## config.mk

```make
export PLATFORM = sky130hd
export DESIGN_NAME = output_frame_serializer
export DESIGN_NICKNAME = d
export VERILOG_FILES = /design/src/rtl/output_frame_serializer.sv
export SDC_FILE = /design/constraint.sdc
export NUM_CORES = 1
export LEC_CHECK = 0
export ABC_AREA = 1
export BUFFER_PORTS_ARGS = -buffer_cell sky130_fd_sc_hd__buf_2
export CORE_UTILIZATION = 55
export DETAILED_ROUTE_END_ITERATION = 12
export PLACE_DENSITY = 0.75
export SLEW_MARGIN = 30
export SYNTH_ARGS = -nofsm -noshare
export SYNTH_HDL_FRONTEND = slang
export SYNTH_SLANG_ARGS = --single-unit
```

## constraint.sdc

```tcl
create_clock -name clk -period 2.7 [get_ports clk]
set_input_delay 0.135 -clock clk [delete_from_list [all_inputs] [get_ports clk]]
set_output_delay 0.135 -clock clk [all_outputs]
set_load 0.01 [all_outputs]
```

## src/rtl/output_frame_serializer.sv

```systemverilog
// ---------------------------------------------------------------------------
// output_frame_serializer
//
// Transmit side of the stereo serial frame interface. A parallel L/R result
// pair is accepted over a valid/ready handshake into a one-deep holding
// buffer. Each frame_pulse moves the held pair into the shifters. The pair
// is then sent MSB-first on OutputL/OutputR, one bit per clock. OutReady
// marks the cycles that carry valid bits.
//
// Ports
//   clk          system clock; all state updates on posedge
//   restart      synchronous active-high reset
//   frame_pulse  1-cycle pulse marking the start of an output frame
//   in_valid     dataL/dataR valid
//   in_ready     holding buffer empty; a word can be accepted
//   dataL/dataR  left/right result words (DATA_W bits)
//   OutputL/R    serial bit streams, MSB first
//   OutReady     high while valid bits are on OutputL/R
//   busy         frame transmission in progress
//   underrun     sticky: frame_pulse seen with the holding buffer empty
//   overrun      sticky: frame_pulse seen while a frame was being shifted
// ---------------------------------------------------------------------------
module output_frame_serializer #(
    parameter int DATA_W = 40
) (
    input  logic              clk,
    input  logic              restart,
    input  logic              frame_pulse,
    input  logic              in_valid,
    output logic              in_ready,
    input  logic [DATA_W-1:0] dataL,
    input  logic [DATA_W-1:0] dataR,
    output logic              OutputL,
    output logic              OutputR,
    output logic              OutReady,
    output logic              busy,
    output logic              underrun,
    output logic              overrun
);

    localparam int CNT_W = (DATA_W > 1) ? $clog2(DATA_W) : 1;
    localparam logic [CNT_W-1:0] LAST_BIT = CNT_W'(DATA_W - 1);

    typedef enum logic {
        IDLE  = 1'b0,
        SHIFT = 1'b1
    } state_t;

    state_t             state_reg;
    logic [DATA_W-1:0]  hold_l_reg;
    logic [DATA_W-1:0]  hold_r_reg;
    logic               hold_full_reg;
    logic [DATA_W-1:0]  shift_l_reg;
    logic [DATA_W-1:0]  shift_r_reg;
    logic [CNT_W-1:0]   bitcnt_reg;
    logic               out_l_reg;
    logic               out_r_reg;
    logic               out_ready_reg;
    logic               busy_reg;
    logic               underrun_reg;
    logic               overrun_reg;
    logic               accept;

    assign in_ready = !hold_full_reg;
    assign accept   = in_valid && !hold_full_reg;

    always_ff @(posedge clk) begin
        if (restart) begin
            state_reg     <= IDLE;
            hold_l_reg    <= '0;
            hold_r_reg    <= '0;
            hold_full_reg <= 1'b0;
            shift_l_reg   <= '0;
            shift_r_reg   <= '0;
            bitcnt_reg    <= '0;
            out_l_reg     <= 1'b0;
            out_r_reg     <= 1'b0;
            out_ready_reg <= 1'b0;
            busy_reg      <= 1'b0;
            underrun_reg  <= 1'b0;
            overrun_reg   <= 1'b0;
        end else begin
            // An accept needs the buffer empty, and a transfer to the
            // shifter needs it full, so the two never collide on hold_full.
            if (accept) begin
                hold_l_reg    <= dataL;
                hold_r_reg    <= dataR;
                hold_full_reg <= 1'b1;
            end

            case (state_reg)
                IDLE: begin
                    out_l_reg     <= 1'b0;
                    out_r_reg     <= 1'b0;
                    out_ready_reg <= 1'b0;
                    busy_reg      <= 1'b0;
                    if (frame_pulse) begin
                        // The buffer is checked as it stands before this edge.
                        // A word accepted on the same edge waits for the next pulse.
                        if (hold_full_reg) begin
                            shift_l_reg   <= hold_l_reg;
                            shift_r_reg   <= hold_r_reg;
                            hold_full_reg <= 1'b0;
                            bitcnt_reg    <= LAST_BIT;
                            state_reg     <= SHIFT;
                        end else begin
                            underrun_reg <= 1'b1;
                        end
                    end
                end

                SHIFT: begin
                    out_l_reg     <= shift_l_reg[DATA_W-1];
                    out_r_reg     <= shift_r_reg[DATA_W-1];
                    out_ready_reg <= 1'b1;
                    busy_reg      <= 1'b1;
                    shift_l_reg   <= shift_l_reg << 1;
                    shift_r_reg   <= shift_r_reg << 1;
                    bitcnt_reg    <= bitcnt_reg - 1'b1;
                    if (bitcnt_reg == '0) begin
                        state_reg <= IDLE;
                    end
                    // A frame in flight is never disturbed; the pulse is only flagged.
                    if (frame_pulse) begin
                        overrun_reg <= 1'b1;
                    end
                end

                default: state_reg <= IDLE;
            endcase
        end
    end

    assign OutputL  = out_l_reg;
    assign OutputR  = out_r_reg;
    assign OutReady = out_ready_reg;
    assign busy     = busy_reg;
    assign underrun = underrun_reg;
    assign overrun  = overrun_reg;

endmodule

```

==> impl_metrics.py, run 1 <==
metrics = {
    "cells_and_area": {
        "finalNonFillerCells": 1256,
        "area_growth_pct": 20.1,
        "final_util_pct": 68.6,
        "antenna_cells": 0,
        "layout-drive-gt1-share_pct": 11.9,
        "fin_nets": 1166,
    },
    "logic_synthesis": {
        "ys_seq_area_share_pct": 49.6,
        "synth-simple-area-share_pct": 23.1,
        "synth_top_family_by_area": "simple AND/OR/NAND/NOR gates",
        "postSynthCellCount": 981,
        "muxShareOfSynthArea_pct": 0,
        "ys_ff_latch": 173,
        "ys_warn_count": 0,
        "syn-num-nets": 1067,
        "synth_adder_area_share_pct": 0.359,
        "synth_compound_area_share_pct": 18.2,
        "synth-xor-area-share_pct": 0,
        "syn_area_um2": 6980,
        "synth.avg_cell_area_um2": 7.11,
        "synth.distinct_cells": 22,
    },
    "critical_path": {
        "path_cells": "nand2_1, nand2_4, buf_4, nand2_1, a21oi_1",
        "path_class": "register to register",
        "worst_path_max_delay_cell": "buf_4",
        "ff2ff_setup_slack_ns": 0.88,
        "required_ns": 3.04,
        "cp_num_buf_inv": 1,
        "cp_max_fo": 81,
        "end_kind": "register",
        "cp-start-kind": "register",
        "critPathTopFamily": "buffers and inverters",
        "crit_top_cell": "nand2_1",
        "cp_data_arrival_time_ns": 2.16,
        "max_stage_delay_ns": 0.69,
    },
    "timing": {
        "max_slew_margin_pct": 42.5,
        "rsz0062_at_grt": "false",
        "fin_crit_sh_pct": 67.5,
        "worstMarginPinSlew_ns": 0.862,
        "whs_ns": 0.00391,
        "hold_viol_final": 0,
        "setup_viol": 0,
        "period_minus_slack_ns": 1.82,
        "setup_tns_ns": 0,
        "drv_slew": 0,
        "fmax_mhz": 549,
        "finalClockSkew_ns": 0.00626,
    },
    "floorplan": {
        "start_util_pct": 57.1,
        "core_um2": 12200,
        "die_y_um": 115,
        "dieArea_um2": 13100,
        "rows": 40,
        "chipWidth_um": 115,
        "num_io_pins": 91,
    },
    "global_route": {
        "busiest_layer": "met2",
        "grtUsageMet3_pct": 5.56,
        "antenna_found_initial": 0,
        "grt_use_total_pct": 23.2,
        "grt_max_degree": 128,
        "grtUsageMet2_pct": 41.4,
        "grt_pass1_wl_mm": 24.3,
        "met1_usage_pct": 27.4,
        "grt-ovfl-total": 0,
        "grt_pass1_vias": 5560,
    },
    "placement": {
        "dp.cells": 1177,
        "port_buffers": 90,
        "dp_hpwl_mm": 8.16,
        "gp_congestion": 0.737,
    },
    "clocking": {
        "ctsHtreeMaxLevel": 4,
        "clk_path_buf_depth": 2,
        "root_buffer": "clkbuf_16",
        "cts_tree": "yes",
        "numCtsBuffers": 17,
        "clk_pin_slew_ns": 0.06,
        "worstSkewPairLatency_ns": 0.42,
        "cts.sinks": 173,
    },
    "hold_path": {
        "hold_class": "primary input to register",
    },
    "pwr": {
        "design_power_total_mw": 5.65,
        "ir_drop_v": 0.000409,
        "power_density_nw_per_um2": 674,
        "p_leak_nw": 3.44,
    },
    "drt": {
        "wirelength_mm": 14.6,
        "detail_route.wl_per_cell_um": 11.6,
        "drt-initial-drc-count": 392,
        "route.vias.total": 6140,
        "ant_nets": 0,
        "drc": 0,
        "viasPerCell": 4.89,
        "dr.pass1.iters": 5,
    },
    "run": {
        "maxCapViolCount": 0,
    },
    "status": {
        "status": "finished, final reports clean",
    },
}
## cell type report
class / count / area, um2
Timing Repair Buffer: 151 / 1060
Sequential cell: 173 / 3470
Fill cell: 1102 / 3830
Tap cell: 168 / 210
Multi-Input combinational cell: 679 / 2910
Clock buffer: 24 / 472
Inverter: 58 / 221
Clock inverter: 3 / 40.0
## cells in the final DEF (no fill, tap or decap)
cell type      instances
dfxtp_1              172
buf_6                  1
o21ai_1               22
clkinv_2               3
ha_1                   2
a31oi_1                1
inv_2                  3
inv_1                 53
nor2_1                92
clkbuf_1               5
nor2_2                 1
nand3_1                3
dfxtp_4                1
a21oi_1              125
buf_4                  8
clkbuf_8               2
nand4_1                2
buf_12                 1
inv_4                  1
bufinv_16              1
clkbuf_16             17
nand2_1              323
dlygate4sd3_1         52
o21ai_0              106
buf_2                 89
nand2_4                2
## where the power goes
group | switching, mW | leakage (nW) | internal [mW] | total [mW]
combinational | 0.423 | 1.77 | 0.262 | 0.685
clock | 0.890 | 0.252 | 1.29 | 2.18
sequential | 0.0694 | 1.42 | 2.72 | 2.78
## timing repair
action | in CTS | in global routing
endpoints found under the hold margin | 52 | 0
hold buffers | 52 | 0
gates resized for setup | 0 | 0
buffers inserted | 0 | 0
## cells in the mapped netlist
cell      instances  area (um2)
nand2_1         323        1210
dfxtp_1         173        3460
a21oi_1         125         626
o21ai_0         106         531
nor2_1           92         345
inv_1            53         199
buf_2            30         150
o21ai_1          22         110
clkbuf_1         21        78.8
buf_4            12        90.1
buf_6             5        56.3
buf_1             3        11.3
inv_2             3        11.3
nand3_1           3        15.0
ha_1              2        25.0
nand4_1           2        12.5
a31oi_1           1        6.26
clkinv_2          1        5.00
inv_4             1        6.26
nand2_2           1        6.26
nand2_4           1        11.3
nor2_2            1        6.26
## worst register-to-register path, cell delays in order, from the launching register on
cell     delay, ns
dfxtp_1       0.42
nand2_1       0.17
nand2_4       0.09
buf_4         0.69
nand2_1       0.16
a21oi_1       0.21
## routing by layer
metal  up-vias  routed length (um)
met2       109                7110
li1       3295                   -
met1      2727                6770
met5         -                   0
met4         0                 150
met3         9                 560
## cells by family (layout without fill, tap and decap cells)
family          Yosys count  after routing
simple gates            423            423
buf+inv                 129            236
compound gates          254            254
fa+ha+maj                 2              2
flops                   173            173
## stage by stage
stage                     setup WS, ns  cell area [um2]
after floorplan                   1.60             6980
after global placement           0.831             7340
after detailed placement         0.991             7350
after CTS                        0.902             8380
after global routing             0.801             8380
final                            0.877             8380
## final timing paths
check,depth (start not counted),start,endpoint
setup / recovery,5,hold_full_reg$_SDFF_PP0_,shift_l_reg[8]$_SDFFE_PP0P_
setup reg to reg,5,hold_full_reg$_SDFF_PP0_,shift_l_reg[8]$_SDFFE_PP0P_
hold reg to reg,2,shift_r_reg[39]$_SDFFE_PP0P_,OutputR$_SDFF_PP0_
hold / removal,3,dataR[29],hold_r_reg[29]$_SDFFE_PP0P_
Power figures use the tool's default switching activity.
==> inputs of run 2 (changes only) <==
--- a/config.mk
+++ b/config.mk
@@ -7,7 +7,7 @@
 export LEC_CHECK = 0
 export ABC_AREA = 1
 export BUFFER_PORTS_ARGS = -buffer_cell sky130_fd_sc_hd__buf_2
-export CORE_UTILIZATION = 55
+export CORE_UTILIZATION = 52
 export DETAILED_ROUTE_END_ITERATION = 12
 export PLACE_DENSITY = 0.75
 export SLEW_MARGIN = 30
==> constraint.sdc (replaced) <==
create_clock -name clk -period 1.5 [get_ports clk]
set_input_delay 0.075 -clock clk [delete_from_list [all_inputs] [get_ports clk]]
set_output_delay 0.075 -clock clk [all_outputs]
set_load 0.01 [all_outputs]
==> run 2 against run 1 <==
  * Via count is 5.0% higher
  * Routed wire length is 8.8% higher
  * Global-route usage is 0.91 points higher
  * Clock skew is 0.0024 ns higher
  * Critical path type unchanged
  * Critical endpoint is now hold_l_reg[15]$_SDFFE_PP0P_
  * Largest cell class unchanged
  * Largest power group unchanged
==> impl_metrics.py, run 2 (synthesis results as in run 1) <==
metrics = {
    "timing": {
        "worstMarginPinSlew_ns": 0.398,
        "max_slew_margin_pct": 73.5,
        "fin_crit_sh_pct": 91.3,
        "hold_viol_final": 0,
        "setup_viol": 0,
        "layout_setup_ws_ns": 0.131,
        "setup_tns_ns": 0,
        "rsz0062_at_grt": "false",
        "finalClockSkew_ns": 0.00871,
        "period_minus_slack_ns": 1.37,
        "drv_slew": 0,
        "fmax_mhz": 730,
    },
    "floorplan": {
        "dieArea_um2": 13900,
        "num_io_pins": 91,
        "core_um2": 12900,
        "rows": 41,
        "die_y_um": 118,
        "chipWidth_um": 118,
        "start_util_pct": 54.2,
    },
    "drt": {
        "route.vias.total": 6445,
        "dr.pass1.iters": 5,
        "drt-initial-drc-count": 532,
        "viasPerCell": 4.95,
        "dr_wl_met3_um": 552,
        "drc": 0,
        "ant_nets": 0,
        "wl_met2_mm": 7.97,
        "topRoutingLayerUsed": "met4",
        "wl_met1_mm": 7.01,
        "wirelength_mm": 15.9,
        "detail_route.wl_per_cell_um": 12.2,
    },
    "critical_path": {
        "ff2ff_setup_slack_ns": 0.13,
        "path_class": "register to register",
        "cp_data_arrival_time_ns": 1.67,
        "cp-start-kind": "register",
        "end_kind": "register",
        "required_ns": 1.80,
        "cp_max_fo": 54,
        "startpoint": "hold_full_reg$_SDFF_PP0_",
        "r2r-end": "hold_l_reg[15]$_SDFFE_PP0P_",
        "rr_startpoint": "hold_full_reg$_SDFF_PP0_",
        "reg2reg_depth": 7,
        "critPathCapture": "hold_l_reg[15]$_SDFFE_PP0P_",
    },
    "hold_path": {
        "holdPathStages": 3,
        "hold_class": "primary input to register",
    },
    "cells_and_area": {
        "fin_nets": 1204,
        "nFillCells": 1075,
        "layout-drive-gt1-share_pct": 12.9,
        "mostFrequentLayoutCell": "nand2_1",
        "area_growth_pct": 27.8,
        "antenna_cells": 0,
        "most-common-layout-cells": "323 x nand2_1, 172 x dfxtp_1, 125 x a21oi_1, 106 x o21ai_0, 92 x nor2_1",
        "multi_input_area_um2": 2910,
        "area.sequential_um2": 3470,
    },
    "pwr": {
        "design_power_total_mw": 10.8,
        "ir_drop_v": 0.000805,
        "p_leak_nw": 3.69,
        "power_density_nw_per_um2": 1210,
    },
    "clocking": {
        "clk_pin_slew_ns": 0.06,
        "ctsHtreeMaxLevel": 4,
        "cts.sinks": 173,
        "clk_path_buf_depth": 2,
        "root_buffer": "clkbuf_16",
        "worstSkewPairLatency_ns": 0.42,
        "cts_tree": "yes",
        "numCtsBuffers": 17,
    },
    "status": {
        "status": "finished, final reports clean",
    },
    "placement": {
        "gp_congestion": 0.708,
        "dp_hpwl_mm": 8.64,
        "port_buffers": 90,
        "place_ws_ns": 0.211,
    },
    "global_route": {
        "grt_pass1_vias": 6068,
        "grt_max_degree": 88,
        "grt_use_total_pct": 24.1,
        "grt-ovfl-total": 0,
        "grt_pass1_wl_mm": 27.5,
        "antenna_found_initial": 0,
    },
    "run": {
        "maxCapViolCount": 0,
    },
}
-- run 2: metrics by stage --
| stage | hold WS (ns) | instance area, um2 | cells | util (%) |
|---|---|---|---|---|
| after detailed placement | 0.327 | 7530 | 1192 | 58.5 |
| after floorplan | 0.220 | 6980 | 981 | - |
| final | 0.0135 | 8920 | 1301 | 69.3 |
| after CTS | 0.0235 | 8920 | 1301 | 69.3 |
| after global routing | 0.0127 | 8920 | 1301 | 69.3 |
| after global placement | 0.326 | 7530 | 1192 | 58.5 |
-- run 2: metal layers --
metal  track usage, %  vias up
li1                 -     3373
met1             29.1     2910
met2             41.5      134
met3             5.14       28
met4             9.54        0
met5                0        -
-- run 2: area by class of cell --
type,count,area share [%]
clock buffer,25,5.79
multi-input combinational,679,32.7
inverter,58,2.48
sequential,173,38.9
clock inverter,5,0.884
tap,172,2.41
timing repair buffer,189,16.9
-- run 2: worst min-delay path by stage --
stage                                              to        start  slack [ns]
after floorplan                  overrun$_SDFFE_PP0P_  frame_pulse        0.22
after global placement     hold_l_reg[7]$_SDFFE_PP0P_     dataL[7]        0.33
after detailed placement   hold_l_reg[6]$_SDFFE_PP0P_     dataL[6]        0.33
after CTS                 hold_r_reg[26]$_SDFFE_PP0P_    dataR[26]        0.02
after global routing       hold_l_reg[0]$_SDFFE_PP0P_     dataL[0]        0.01
final                     hold_r_reg[26]$_SDFFE_PP0P_    dataR[26]        0.01
-- run 2: where the power goes --
part           internal (mW)  total, mW  switching (mW)  leakage [nW]
registers               4.89       5.02           0.130          1.42
logic                  0.589       1.39           0.806          1.97
clock network           2.71       4.38            1.67         0.294
-- run 2: critical path, stage by stage (launching register included) --
cell and delay (ns):
dfxtp_1 0.39, inv_2 0.08, nand2_4 0.09, buf_12 0.21
inv_2 0.07, buf_12 0.18, nor2_1 0.15, nor2_1 0.07
-- run 2: timing repair --
item,in CTS,in global routing
hold buffers,79,0
resized for setup,0,0
setup buffers,0,0
hold endpoints to repair,80,0
